$ cat src/rtl/pc_sequencer.sv
// Fetch PC sequencer: sequential increment, redirects, and redirects buffered behind stalls.
// Define PC_MISALIGN_CHECK_EN to trap misaligned redirect targets to TRAP_VECTOR.
module pc_sequencer #(
  parameter int               XLEN         = 32,
  parameter int               INC          = 4,
  parameter logic [XLEN-1:0]  RESET_VECTOR = 32'h0000_0000,
  parameter logic [XLEN-1:0]  TRAP_VECTOR  = 32'h0000_0100
) (
  input  logic            clk,
  input  logic            rst,
  input  logic            stall_i,
  input  logic            redirect_valid_i,
  input  logic [XLEN-1:0] redirect_target_i,
  output logic [XLEN-1:0] pc_o,
  output logic [XLEN-1:0] pc_plus_o,
  output logic            pc_valid_o,
  output logic            pending_o,
  output logic            misalign_o,
  output logic [XLEN-1:0] bad_addr_o
);

  typedef enum logic [1:0] {
    S_BOOT = 2'd0,
    S_RUN  = 2'd1,
    S_PEND = 2'd2
  } state_t;

  state_t          r_state;
  state_t          w_state_nxt;
  logic [XLEN-1:0] r_pc;
  logic [XLEN-1:0] r_pend_tgt;
  logic [XLEN-1:0] w_pc_nxt;
  logic [XLEN-1:0] w_pend_nxt;
  logic [XLEN-1:0] w_pc_plus;
  logic [XLEN-1:0] w_apply_tgt;
  logic [XLEN-1:0] w_pc_d;
  logic            w_apply;
  logic            w_reject;

  // Truncating add gives the required modulo-2^XLEN wrap with no carry out.
  assign w_pc_plus = r_pc + XLEN'(INC);

  // w_apply marks the single point where a redirect target is about to be loaded,
  // so the optional alignment check sees both direct and released-pending redirects.
  always_comb begin
    // NOTE: every output of this block gets a default first, so no path can infer a latch.
    w_state_nxt = r_state;
    w_pc_nxt    = r_pc;
    w_pend_nxt  = r_pend_tgt;
    w_apply     = 1'b0;
    w_apply_tgt = redirect_target_i;
    case (r_state)
      S_BOOT: w_state_nxt = S_RUN;
      S_RUN: begin
        if (!stall_i) begin
          if (redirect_valid_i) w_apply  = 1'b1;
          else                  w_pc_nxt = w_pc_plus;
        end else if (redirect_valid_i) begin
          w_pend_nxt  = redirect_target_i;
          w_state_nxt = S_PEND;
        end
      end
      S_PEND: begin
        if (stall_i) begin
          if (redirect_valid_i) w_pend_nxt = redirect_target_i;
        end else begin
          w_apply     = 1'b1;
          w_apply_tgt = redirect_valid_i ? redirect_target_i : r_pend_tgt;
          w_state_nxt = S_RUN;
        end
      end
      default: w_state_nxt = S_BOOT;
    endcase
  end

`ifdef PC_MISALIGN_CHECK_EN
  assign w_reject = w_apply && (w_apply_tgt[1:0] != 2'b00);
`else
  assign w_reject = 1'b0;
`endif

  assign w_pc_d = w_reject ? TRAP_VECTOR :
                  w_apply  ? w_apply_tgt : w_pc_nxt;

  // NOTE: sequential state uses non-blocking assignments so all registers update together.
  always_ff @(posedge clk or posedge rst) begin
    if (rst) begin
      r_state    <= S_BOOT;
      r_pc       <= RESET_VECTOR;
      r_pend_tgt <= '0;
    end else begin
      r_state    <= w_state_nxt;
      r_pc       <= w_pc_d;
      r_pend_tgt <= w_pend_nxt;
    end
  end

`ifdef PC_MISALIGN_CHECK_EN
  logic            r_misalign;
  logic [XLEN-1:0] r_bad_addr;

  always_ff @(posedge clk or posedge rst) begin
    if (rst) begin
      r_misalign <= 1'b0;
      r_bad_addr <= '0;
    end else begin
      r_misalign <= w_reject;
      if (w_reject) r_bad_addr <= w_apply_tgt;
    end
  end

  assign misalign_o = r_misalign;
  assign bad_addr_o = r_bad_addr;
`else
  assign misalign_o = 1'b0;
  assign bad_addr_o = '0;
`endif

  assign pc_o       = r_pc;
  assign pc_plus_o  = w_pc_plus;
  assign pc_valid_o = (r_state == S_RUN) || (r_state == S_PEND);
  assign pending_o  = (r_state == S_PEND);

endmodule

$ cat config.mk
export PLATFORM = sky130hd
export DESIGN_NAME = pc_sequencer
export DESIGN_NICKNAME = d
export VERILOG_FILES = /design/src/rtl/pc_sequencer.sv
export SDC_FILE = /design/constraint.sdc
export NUM_CORES = 1
export LEC_CHECK = 0
export ABC_AREA = 1
export BUFFER_PORTS_ARGS = -buffer_cell sky130_fd_sc_hd__buf_2
export CORE_AREA = 3 3 105 107
export DETAILED_ROUTE_END_ITERATION = 10
export DIE_AREA = 0 0 108 110
export MAX_ROUTING_LAYER = met4
export PLACE_DENSITY = 0.75
export SLEW_MARGIN = 20
export SYNTH_ARGS = -nofsm -noshare
export SYNTH_HDL_FRONTEND = slang
export SYNTH_SLANG_ARGS = --single-unit
$ cat constraint.sdc
create_clock -name clk -period 1.99 [get_ports clk]
set_input_delay 0.398 -clock clk [delete_from_list [all_inputs] [get_ports clk]]
set_output_delay 0.398 -clock clk [all_outputs]
set_load 0.1 [all_outputs]
After elaboration in Yosys (flattened, before gate mapping). Index checks and enable logic that the tools add are counted.

Muxes and demuxes: 15. Equal/unequal tests: 7. Reduce and logical (&&, ||, !) cells: 7. Add/sub/neg operators: 1.

Operators by type and width (number): $mux W32 (7); $add A32 B3 Y32 const B (1); $mux W2 (3); $ne A2 B2 Y1 const B (3); $pmux W2 S3 (1); $reduce_and A3 Y1 (2); $ne A2 B1 Y1 const B (2); $mux W1 (3); $eq A2 B1 Y1 const B (1); $eq A2 B2 Y1 const B (1); $logic_not A2 Y1 (1); $pmux W1 S2 (1); $reduce_and A2 Y1 (1); $reduce_bool A2 Y1 (1); $reduce_or A2 Y1 (1); $logic_or A1 B1 Y1 (1).

Input bits: 36. Output and inout port bits: 99. Logic and storage cells: 33. Register bits: 66.

Depth between registers and ports, before layout.
Depth after elaboration: 5. Mapped depth: 11. Depth with buffers taken out: 11.

Least setup slack after synthesis. Ideal clock, no wire load.

Kind: reg2out. Start point: register r_pc[2] (netlist: pc_o[2]). End point: output pc_plus_o[13]. Cell stages (with the launch flop): 5. Buffers on the path: 0. Data required time: 1592 ps. Setup slack: -2179 ps. Arrival: 3771 ps. Path through: dfrtp_1 > inv_1 > nor2_8 > nand3_1 > xnor2_1.

Longest elaborated chain between the ends: 1.

RTL lines: from (decl) (line 30) `logic [XLEN-1:0] r_pc;`; from (signal assigned) (line 93) `r_pc <= w_pc_d;`; $add A32 B3 Y32 (line 41) `assign w_pc_plus = r_pc + XLEN'(INC);`; to (decl) (line 15) `output logic [XLEN-1:0] pc_plus_o,`.

No other way between the ends.

Final worst setup path.
Start point: register r_pc[3] (netlist: pc_o[3]). End point: output pc_plus_o[22].

The elaborated chain is that of the path after synthesis.

==> results.ini <==
[grt]
grt_pass1_vias = 4779
overflow = 0
grt_max_degree = 47
antenna_found_initial = 0
grt_pass1_wl_um = 22600
grt_util_all_layers_pct = 25.0

[place]
place_inst = 978
dp_hpwl_um = 10700
portBuffers = 101
gp_congestion = 0.945
place_area_sq_um = 6430

[synth]
synth_compound_area_share_pct = 11.5
synth_cell_types = 29
synth_area_leaders = dfrtp_1 (34%), nand2_1 (22%), o21ai_0 (9.1%)
synth.top_cell.area_share_pct = 34.2
muxShareOfSynthArea_pct = 0
synth_fa_ha_area_share_pct = 1.04
yosysWarnings = 0
yosysTopAreaCell = dfrtp_1
synth_simple_gate_area_share_pct = 35.8
postSynthAreaPerCell_sq_um = 6.53
synth_top_family_by_area = simple AND/OR/NAND/NOR gates
yosysMostFrequentCell = nand2_1
syn_inst = 739
yosys-top-cells-count = nand2_1 (278), inv_1 (91), o21ai_0 (88)
netlist_area_sq_um = 4830
synth_edf_count = 0
async_reset_ff_share_pct = 100
synthXorXnorAreaFrac_pct = 1.94
ys.flop_type = dfrtp_1
seq_area_frac_synth_pct = 34.2
synth.ff_latch_count = 66

[timing]
hold_viol = 0
period_needed_ns = 2.32
tightest_slew_ns = 0.581
slew_headroom_pct = 61.2
finalSetupViolCount = 26
slew_viol_final = 0
setup_ws_ns = -0.332
finalCritPeriodShare_pct = 117
clock_skew_ns = 0.00846
whs_ns = 0.0906
rsz0062_at_grt = yes
max_freq_ghz = 0.431
fin_tns_setup_ns = -6.29

[critical_path]
cp-end-kind = output pin
timing.rr.end = pc_o[17]$_DFFE_PP0P_
worstPathMaxFanout = 5
cp_data_required_time_ns = 1.59
rrSetupSlack_ns = 0.14
r2r_cells = 10
crit_start = pc_o[3]$_DFFE_PP0P_
worstReg2RegStart = r_state[0]$_DFFE_PP0P_
critical_path_class = reg2out
cp-endpoint = pc_plus_o[22]
cp.arrival_ns = 1.92
start_kind = register

[clocking]
htreeDepth = 3
root_buffer = clkbuf_8
clkTransAtPathRegs_ns = 0.08
cts_tree = built
clk_latency_ns = 0.36
clkSinkCount = 66
clockBufferDepth = 2
cts_hold_buf = 0
numCtsBuffers = 9

[run_status]
outcome = finished, violations left
violations = negative setup slack

[route]
viasPerCell = 5.08
routedWlPerCell_um = 14.6
drc = 0
ant_nets = 0
drt_iter0_markers = 293
drtPass1Iterations = 5
vias = 5093
totalWireLength_um = 14600

[layout]
n_antenna_cell = 0
area_growth_pct = 44.4
nFillCells = 785
design_area_sq_um = 6970
layout.nets = 902
instances_no_fill = 1003
layout-drive-gt1-share_pct = 33.9

[floorplanning]
die_w_um = 108
dieArea_sq_um = 11900
row_count = 37
core-area_sq_um = 10200
io_pins = 135
die_h_um = 110
start_util_pct = 47.2

[hold_path]
holdCritPathClass = in2async

[run]
maxCapViolCount = 0

==> cell families after synthesis <==
family                   count (synthesis)
buffers and inverters                  155
adder cells (fa/ha/maj)                  4
AND/OR/NAND/NOR                        397
XOR/XNOR                                 9
AO/OA/AOI/OAI                          107
other                                    1
flip-flops                              66
==> critical path, cell delays in order, from the launching register on <==
cell and delay [ns]:
dfrtp_2 0.41, ha_4 0.18, nand2_4 0.05, nor2_4 0.21, nand2_4 0.11, nor2_4 0.20, nand2_1 0.09, nand2_2 0.08
nand2_4 0.06, buf_12 0.16
==> flip-flops by register name, indices dropped and copies added (netlist names) <==
register    cells
pc_o           32
r_pend_tgt     32
r_state         2
==> placed cells by master, fill, tap and decap left out, drive strengths merged, types with 6 or more instances in the layout <==
cell type / count
nand2: 293
conb: 33
clkbuf: 10
xnor2: 7
buf: 140
a21oi: 6
nand3: 46
dfrtp: 66
inv: 91
o21ai: 96
nor2: 54
==> area by class of cell <==
class	instances	area, sq um	area share, %
clock buffer	9	124	1.78
clock inverter	7	93.8	1.35
inverter	94	369	5.30
multi-input combinational	550	3220	46.1
sequential	66	1670	24.0
tap	136	170	2.44
timing repair buffer	141	1320	19.0
==> stage by stage <==
step           util, %  setup WS [ns]
2_1_floorplan        -         -0.884
5_1_grt           68.1         -0.403
3_5_place_dp      62.9        -0.0331
3_3_place_gp      62.9         0.0264
6_report          68.1         -0.332
4_1_cts           66.1         -0.343
==> how the worst min path moves through the flow <==
stage,endpoint,slack (ns)
finish,r_pend_tgt[6]$_DFFE_PP0P_,0.09
global route,r_pend_tgt[6]$_DFFE_PP0P_,0.13
CTS,pc_o[1]$_DFFE_PP0P_,0.1
detailed placement,r_pend_tgt[6]$_DFFE_PP0P_,0.49
global placement,r_pend_tgt[4]$_DFFE_PP0P_,0.48
floorplan,r_pend_tgt[20]$_DFFE_PP0P_,0.50
==> metal layers <==
metal / part of all wire [%] / track usage, % / routed length [um]
met5: 0 / - / 0
met4: 2.4 / 9.92 / 351
met3: 6.7 / 2.91 / 975
met2: 51 / 42.6 / 7430
met1: 40 / 30.7 / 5860
==> timing repair <==
| action | CTS | global route |
|---|---|---|
| endpoints found under the setup margin | 27 | 48 |
| buffers inserted | 4 | 5 |
| gates resized for setup | 24 | 51 |
| pin swaps | 11 | 15 |
Power is not shown: default switching activity piles up to over one toggle a cycle in this logic, so the estimate is an artifact.
